**src/rtl/sound_pkg.sv**
```systemverilog
// Shared definitions for the audio path: arbiter state encoding and the
// default note width used by both the arbiter and the tone generator.
package sound_pkg;

  typedef enum logic [1:0] {
    IDLE = 2'd0,
    PLAY = 2'd1,
    GAP  = 2'd2
  } arb_state_t;

  localparam int DEFAULT_NOTE_W = 4;

  // Index width for n channels, kept at least 1 so a single-channel build still has a port.
  function automatic int idxWidth(input int n);
    return (n > 1) ? $clog2(n) : 1;
  endfunction

endpackage

```
**src/rtl/sound_prio_enc.sv**
```systemverilog
// Lowest-index-wins priority encoder: channel 0 beats every other channel.
module sound_prio_enc #(
  parameter int NUM_CH = 4,
  parameter int IDX_W  = 2
) (
  input  logic [NUM_CH-1:0] req,
  output logic              winValid,
  output logic [IDX_W-1:0]  winIdx
);

  // Scanning from the top down lets the lowest requesting index overwrite the rest.
  always_comb begin
    winValid = 1'b0;
    winIdx   = '0;
    for (int i = NUM_CH - 1; i >= 0; i--) begin
      if (req[i]) begin
        winValid = 1'b1;
        winIdx   = IDX_W'(i);
      end
    end
  end

endmodule

```
**src/rtl/sound_arbiter.sv**
```systemverilog
// Fixed-priority sound arbiter: grants one note source to the tone generator,
// stretches short requests to a minimum hold and inserts a silence gap on switches.
module sound_arbiter
  import sound_pkg::*;
#(
  parameter int NUM_CH     = 4,
  parameter int NOTE_W     = DEFAULT_NOTE_W,
  parameter int MIN_HOLD   = 5_000_000,
  parameter int GAP_CYCLES = 1000,
  parameter int PREEMPT    = 1
) (
  input  logic                        clk,
  input  logic                        resetN,
  input  logic [NUM_CH*NOTE_W-1:0]    noteIn,
  input  logic [NUM_CH-1:0]           playRequest,
  output logic [NOTE_W-1:0]           noteOut,
  output logic                        soundEnable,
  output logic [idxWidth(NUM_CH)-1:0] activeCh
);

  localparam int CH_W   = idxWidth(NUM_CH);
  localparam int HOLD_W = $clog2(MIN_HOLD + 1);
  localparam int GAP_W  = (GAP_CYCLES > 0) ? $clog2(GAP_CYCLES + 1) : 1;
  localparam logic [HOLD_W-1:0] HOLD_LOAD = HOLD_W'(MIN_HOLD - 1);
  localparam logic [GAP_W-1:0]  GAP_LOAD  = GAP_W'((GAP_CYCLES > 0) ? GAP_CYCLES - 1 : 0);

  arb_state_t        state, stateNext;
  logic [HOLD_W-1:0] holdCnt, holdNext;
  logic [GAP_W-1:0]  gapCnt, gapNext;
  logic [NOTE_W-1:0] noteNext;
  logic              enNext;
  logic [CH_W-1:0]   chNext;

  logic              winValid;
  logic [CH_W-1:0]   winIdx;
  logic [NOTE_W-1:0] noteArr [NUM_CH];
  logic              activeReq;
  logic              switchNow;

  sound_prio_enc #(
    .NUM_CH (NUM_CH),
    .IDX_W  (CH_W)
  ) prioEnc (
    .req      (playRequest),
    .winValid (winValid),
    .winIdx   (winIdx)
  );

  always_comb begin
    for (int i = 0; i < NUM_CH; i++) begin
      noteArr[i] = noteIn[i*NOTE_W +: NOTE_W];
    end
  end

  assign activeReq = playRequest[activeCh];
  assign switchNow = (winValid && (winIdx < activeCh) && ((PREEMPT != 0) || (holdCnt == '0))) ||
                     (!activeReq && (holdCnt == '0));

  // Next-state logic also computes the next output values so every output is a flop.
  always_comb begin
    stateNext = state;
    holdNext  = holdCnt;
    gapNext   = gapCnt;
    noteNext  = noteOut;
    enNext    = soundEnable;
    chNext    = activeCh;

    unique case (state)
      IDLE: begin
        noteNext = '0;
        enNext   = 1'b0;
        chNext   = '0;
        if (winValid) begin
          stateNext = PLAY;
          chNext    = winIdx;
          holdNext  = HOLD_LOAD;
          noteNext  = noteArr[winIdx];
          enNext    = 1'b1;
        end
      end

      PLAY: begin
        if (switchNow) begin
          if (GAP_CYCLES > 0) begin
            stateNext = GAP;
            gapNext   = GAP_LOAD;
            noteNext  = '0;
            enNext    = 1'b0;
          end else if (winValid) begin
            chNext   = winIdx;
            holdNext = HOLD_LOAD;
            noteNext = noteArr[winIdx];
          end else begin
            stateNext = IDLE;
            noteNext  = '0;
            enNext    = 1'b0;
            chNext    = '0;
          end
        end else begin
          if (holdCnt != '0) holdNext = holdCnt - 1'b1;
          if (activeReq) noteNext = noteArr[activeCh];
        end
      end

      GAP: begin
        // Only requests still present when the gap ends are considered.
        if (gapCnt != '0) begin
          gapNext = gapCnt - 1'b1;
        end else if (winValid) begin
          stateNext = PLAY;
          chNext    = winIdx;
          holdNext  = HOLD_LOAD;
          noteNext  = noteArr[winIdx];
          enNext    = 1'b1;
        end else begin
          stateNext = IDLE;
          chNext    = '0;
        end
      end

      default: begin
        stateNext = IDLE;
        noteNext  = '0;
        enNext    = 1'b0;
        chNext    = '0;
      end
    endcase
  end

  always_ff @(posedge clk or negedge resetN) begin
    if (!resetN) begin
      state       <= IDLE;
      holdCnt     <= '0;
      gapCnt      <= '0;
      noteOut     <= '0;
      soundEnable <= 1'b0;
      activeCh    <= '0;
    end else begin
      state       <= stateNext;
      holdCnt     <= holdNext;
      gapCnt      <= gapNext;
      noteOut     <= noteNext;
      soundEnable <= enNext;
      activeCh    <= chNext;
    end
  end

endmodule

```
**config.mk**
```make
export PLATFORM = sky130hd
export DESIGN_NAME = sound_arbiter
export DESIGN_NICKNAME = d
export VERILOG_FILES = /design/src/rtl/sound_pkg.sv /design/src/rtl/sound_prio_enc.sv /design/src/rtl/sound_arbiter.sv
export SDC_FILE = /design/constraint.sdc
export NUM_CORES = 1
export LEC_CHECK = 0
export ABC_AREA = 1
export CAP_MARGIN = 20
export CORE_ASPECT_RATIO = 2
export CORE_UTILIZATION = 55
export DETAILED_ROUTE_END_ITERATION = 12
export DONT_BUFFER_PORTS = 1
export GPL_TIMING_DRIVEN = 0
export PLACE_DENSITY = 0.7
export SLEW_MARGIN = 20
export SYNTH_ARGS = -nofsm -noshare
export SYNTH_HDL_FRONTEND = slang
export SYNTH_HIERARCHICAL = 1
export SYNTH_SLANG_ARGS = --single-unit
```
**constraint.sdc**
```tcl
create_clock -name clk -period 2.1 [get_ports clk]
set_input_delay 0.315 -clock clk [delete_from_list [all_inputs] [get_ports clk]]
set_output_delay 0.315 -clock clk [all_outputs]
set_load 0.05 [all_outputs]
```
# [Yosys cells after proc, flatten, opt, wreduce, memory -nomap -nowiden]
# Index checks and enable logic that the tools add are counted.
[op_classes] n_addsub=2 n_mul=0 div_mod_pow=0 magnitude_cmp=4 n_eq_ne=10 shifts=0 n_mux=43 bitwise_logic=3 reduce_logical=16
[op_table] op="two-way mux 23 bit" count=4
[op_table] op="case mux 23 bit (3 select lines)" count=1
[op_table] op="two-way mux 4 bit" count=9
[op_table] op="zero test 23 bit" count=1
[op_table] op="nonzero test 23 bit" count=1
[op_table] op="subtractor 23 x 1 -> 23 bit (second input constant)" count=1
[op_table] op="two-way mux 10 bit" count=2
[op_table] op="case mux 10 bit (2 select lines)" count=1
[op_table] op="two-way mux 2 bit" count=9
[op_table] op="binary-select mux 4 bit (select 2 bit)" count=2
[op_table] op="!= test 2 bit (second input constant)" count=7
[op_table] op="case mux 2 bit (3 select lines)" count=2
[op_table] op="case mux 4 bit (3 select lines)" count=1
[op_table] op="AND reduction 3 bit" count=4
[op_table] op="two-way mux 1 bit" count=10
[op_table] op="nonzero test 10 bit" count=1
[op_table] op="subtractor 10 x 1 -> 10 bit (second input constant)" count=1
[op_table] op="greater-or-equal comparator 3 bit (second input constant)" count=2
[op_table] op="NOT 2 -> 3 bit" count=2
[op_table] op="AND reduction 4 bit" count=1
[op_table] op="< comparator 2 x 3 -> 1 bit (second input constant)" count=1
[op_table] op="!= test 3 bit (second input constant)" count=1
[op_table] op="case mux 1 bit (3 select lines)" count=1
[op_table] op="nonzero test 3 bit" count=1
[op_table] op="11 further kinds" count=12
[word_totals] register_bits=42 latchBits=0 mem_bits_rw=0 romBits=0 input_bits=22 n_memories=0

# [Logic depth before layout (Yosys ltp)]
[depth] word_depth=11 mapped_depth=13 mapped_depth_nobuf=11

# [Hierarchy]
# The synthesis kept the hierarchy.
[modules_own_cells] mod="sound_arbiter" n_inst=1 cells_each=443 area_each_um2=3015.4
[modules_own_cells] mod="sound_prio_enc" n_inst=1 cells_each=8 area_each_um2=36.3

# [Worst setup path after synthesis]
# OpenSTA, ideal clock, no wires.
[synth_timing] path_type="reg2reg" startpoint="reg activeCh[1]" endpoint="reg holdCnt[8]" arrival_time_ns=1.783 t_required_ns=1.979 slack_ns=0.195 stages_incl_launch_ff=11 n_path_buf=1 synth_period_minus_slack_ns=1.905 path_cell_list="dfrtp_1 > inv_1 > ha_1 > o21ai_2 > a21oi_4 > nand2_4 > nand2_2 > nand2_4 > buf_6 > nand2_1 > o21ai_1"
[synth_between] elab_chain_len=7 word_cells_on_any_way=9
[synth_lines] element="start: declaration" line_no="sound_arbiter.sv:18" source="output logic [idxWidth(NUM_CH)-1:0] activeCh"
[synth_lines] element="start signal: assignment" line_no="sound_arbiter.sv:144" source="activeCh <= chNext;"
[synth_lines] element="binary-select mux 1 bit (select 2 bit)" line_no="sound_arbiter.sv:55" source="assign activeReq = playRequest[activeCh];"
[synth_lines] element="two-way mux 1 bit (not written as such)" line_no="sound_arbiter.sv:55"
[synth_lines] element="zero test 1 bit" line_no="sound_arbiter.sv:57" source="(!activeReq && (holdCnt == '0));"
[synth_lines] element="logical AND 1 bit" line_no="sound_arbiter.sv:57"
[synth_lines] element="logical OR 1 bit (*)" line_no="sound_arbiter.sv:56" source="assign switchNow = (winValid && (winIdx < activeCh) && ((PREEMPT != 0) || (holdCnt == '0))) ||"
[synth_lines] element="!= test 2 bit (no line) (*)"
[synth_lines] element="AND reduction 4 bit (no line) (*)"
[synth_lines] element="end signal: assignment" line_no="sound_arbiter.sv:140" source="holdCnt <= holdNext;"
[synth_lines] element="end: declaration" line_no="sound_arbiter.sv:28" source="logic [HOLD_W-1:0] holdCnt, holdNext;"
# Every way passes the cells marked *; elsewhere a longest branch is shown, timed or not. The select of a mux whose other input is x is not followed.
# A chain may end at the register's enable or synchronous reset.

# [Final worst setup path]
[layout_timing] startpoint="reg activeCh[1]" endpoint="reg holdCnt[18]"
# Same word-level chain as after synthesis.

==> results.json <==
{
  "io_pins": 29,
  "routed_wl_um": 7460,
  "dr_wl_met3_um": 251,
  "drtIter0Drc": 71,
  "fp-row-count": 38,
  "leakagePower_nw": 1.55,
  "clkSinkCount": 42,
  "place_hpwl_um": 5610,
  "synth_area_leaders": "dfrtp_1 34%, nand2_1 17%, nor2_1 9.3%",
  "cts_buffers": 5,
  "portBuffers": 0,
  "place_inst": 511,
  "cp_max_fo": 10,
  "power_density_mw_per_mm2": 1500,
  "reg2reg_to": "holdCnt[18]",
  "setup_violations": 0,
  "ff2ff_path_depth": 11,
  "rr_startpoint": "activeCh[1]",
  "grt_max_degree": 43,
  "cts-root-buf": "clkbuf_8",
  "ys_ff_latch": 42,
  "drtPass1Iterations": 4,
  "grt_pass1_wl_um": 12600,
  "postCtsSetupRepairBufs": 0,
  "cp.arrival_ps": 2180,
  "antenna_found_initial": 0,
  "die_area_mm2": 0.00587,
  "overflow": 0,
  "syn_inst": 451,
  "synth_xor_area_share_pct": 5.17,
  "grt_pass1_vias": 2886,
  "fin_crit_sh_pct": 92.0,
  "final_cell_mix": "140 x nand2_1, 76 x nor2_1, 40 x dfrtp_1, 35 x inv_1, 29 x o21ai_0",
  "path_class": "register to register",
  "min_delay_worst_endpoint": "noteOut[3]",
  "worstPathRequired_ps": 2350,
  "layout_commonest_cell": "nand2_1",
  "hold_violations": 0,
  "rrSetupSlack_ps": 170,
  "period_minus_slack_ps": 1930,
  "critPathMaxStageDelay_ps": 550,
  "synth.avg_cell_area_um2": 6.77,
  "synthSimpleGateAreaFrac_pct": 39.0,
  "route.top_layer_used": "met4",
  "die_y_um": 107,
  "path_cells": "inv_1 > ha_1 > o21ai_2 > a21oi_4 > nand2_4 > nand2_2 > nand2_4 > inv_2 > buf_6 > nand2_1 > nand2_1",
  "initial_core_util_pct": 56.8,
  "hold-path-cell-count": 6,
  "clock_skew_ps": 10.0,
  "synth_area_mm2": 0.00305,
  "min_path_type": "input pin to register",
  "tightest_slew_ps": 538,
  "cp-end-kind": "register",
  "wl_per_cell_um": 14.3,
  "cts_buffer_depth": 2,
  "rsz0062_at_grt": "false",
  "cts-htree-levels": 2,
  "n_antenna_cell": 0,
  "synth_area_leader_cell": "dfrtp_1",
  "status": "finished, final reports clean",
  "syn2layout_area_growth_pct": 7.13,
  "cp.depth": 11,
  "synth_top_area_share_pct": 34.4,
  "synth-compound-area-share_pct": 12.7,
  "cts_tree": "done",
  "cap_violations": 0,
  "drc": 0,
  "crit_family": "flip-flops",
  "layoutNonFillerInstCount": 521,
  "clk_pin_slew_ps": 90,
  "synth_warnings": 6,
  "yosysSeqAreaShare_pct": 34.4,
  "critical_path_buf_inv_count": 3,
  "insertion_delay_ps": 310,
  "globalplace.congestion": 0.922,
  "viasPerCell": 5.52,
  "max_clock_freq_ghz": 0.518,
  "drive_above_1_share_pct": 12.4,
  "ant_nets": 0,
  "num-nets-final": 485,
  "core-area_mm2": 0.00537,
  "fp.dieW_um": 54.7,
  "ir_worst_vdd_uv": 963,
  "synth_top_family_by_area": "simple AND/OR/NAND/NOR gates",
  "slew_headroom_pct": 64.1,
  "synth_nets": 476,
  "critPathSlowestCell": "dfrtp_2",
  "synthMuxAreaShare_pct": 0,
  "dr_total_vias": 2875,
  "routed-wl-met2_um": 4280,
  "final_util_pct": 60.9,
  "synth_cell_types": 31,
  "grt_usage_pct": 29.8,
  "met1_length_um": 2600,
  "synth_fa_ha_area_share_pct": 1.23,
  "min_from": "noteIn[3]",
  "slew_viol_final": 0,
  "cp-start-kind": "register"
}
[per-layer routing]
layer / vias to the layer above / global-route usage [%]
li1: 1437 / -
met1: 1345 / 30.2
met2: 71 / 53.2
met3: 22 / 5.65
met4: 0 / 15.4
met5: - / 0
[synthesized netlist by cell type, drive strengths merged]
| library cell | n |
|---|---|
| nand2 | 149 |
| nor2 | 87 |
| o21ai | 51 |
| dfrtp | 42 |
| inv | 37 |
| nand3 | 25 |
| xor2 | 15 |
| a21oi | 12 |
| nand4 | 7 |
| buf | 6 |
| clkbuf | 5 |
| or2 | 5 |
| ha | 3 |
| xnor2 | 3 |
| clkinv | 2 |
| nor3 | 1 |
| o21bai | 1 |
[kinds of logic (layout without fill, tap and decap cells)]
group	Yosys count	count (layout)
buffers and inverters	50	60
XOR/XNOR	18	18
adder cells (fa/ha/maj)	3	3
flip-flops	42	42
AND/OR/NAND/NOR	274	274
AO/OA/AOI/OAI	64	64
[tightest hold or removal path: cells and delay by family]
family,cells,cell delay [ps]
and+or+nand+nor,4,190
AOI/OAI and AO/OA,2,120
[metrics by stage]
stage / area (um2) / TNS [ps] / hold slack [ps] / power (mW) / worst slack, ps
5_1_grt: 3270 / 0 / 384 / 5.34 / 41.6
6_report: 3270 / 0 / 346 / 4.90 / 168
3_5_place_dp: 3130 / -208 / 20.5 / 4.23 / -22.5
4_1_cts: 3270 / 0 / 365 / 4.92 / 27.1
2_1_floorplan: 3050 / 0 / 19.4 / 3.64 / 195
3_3_place_gp: 3130 / -20.7 / 20.4 / 4.17 / -5.21
[state kept, by name (all words and copies together), names as in the netlist]
signal	flops
holdCnt	23
noteOut	4
gapCnt	10
soundEnable	1
activeCh	2
state	2
[worst max path at each step]
stage	slack (ps)	from	to
after global routing	40	gapCnt[0]	gapCnt[1]
after detailed placement	-20	activeCh[1]	holdCnt[18]
final	170	activeCh[1]	holdCnt[18]
after floorplan	200	activeCh[1]	holdCnt[8]
after global placement	-5	activeCh[1]	holdCnt[16]
after CTS	30	activeCh[0]	holdCnt[18]
[cell type report]
| cell class | instances | area [um2] |
|---|---|---|
| multi-input combinational | 359 | 1770 |
| inverter | 39 | 146 |
| fill | 553 | 2100 |
| sequential | 42 | 1050 |
| clock buffer | 6 | 72.6 |
| clock inverter | 2 | 37.5 |
| timing repair buffer | 2 | 30.0 |
| tap | 60 | 75.1 |
| buffer | 11 | 83.8 |
[what timing repair did]
item / CTS / global route
hold buffers: 2 / 0
gates cloned: 0 / 0
gates resized for setup: 1 / 1
setup endpoints to repair: 20 / 32
endpoints found under the hold margin: 42 / 0
[power breakdown]
group / leakage [nW] / internal, mW / switching, mW
Clock: 0.0514 / 0.355 / 0.303
Combinational: 0.989 / 0.895 / 1.68
Sequential: 0.509 / 1.12 / 0.543
Total: 1.55 / 2.37 / 2.53
(Power assumes the default switching activity.)
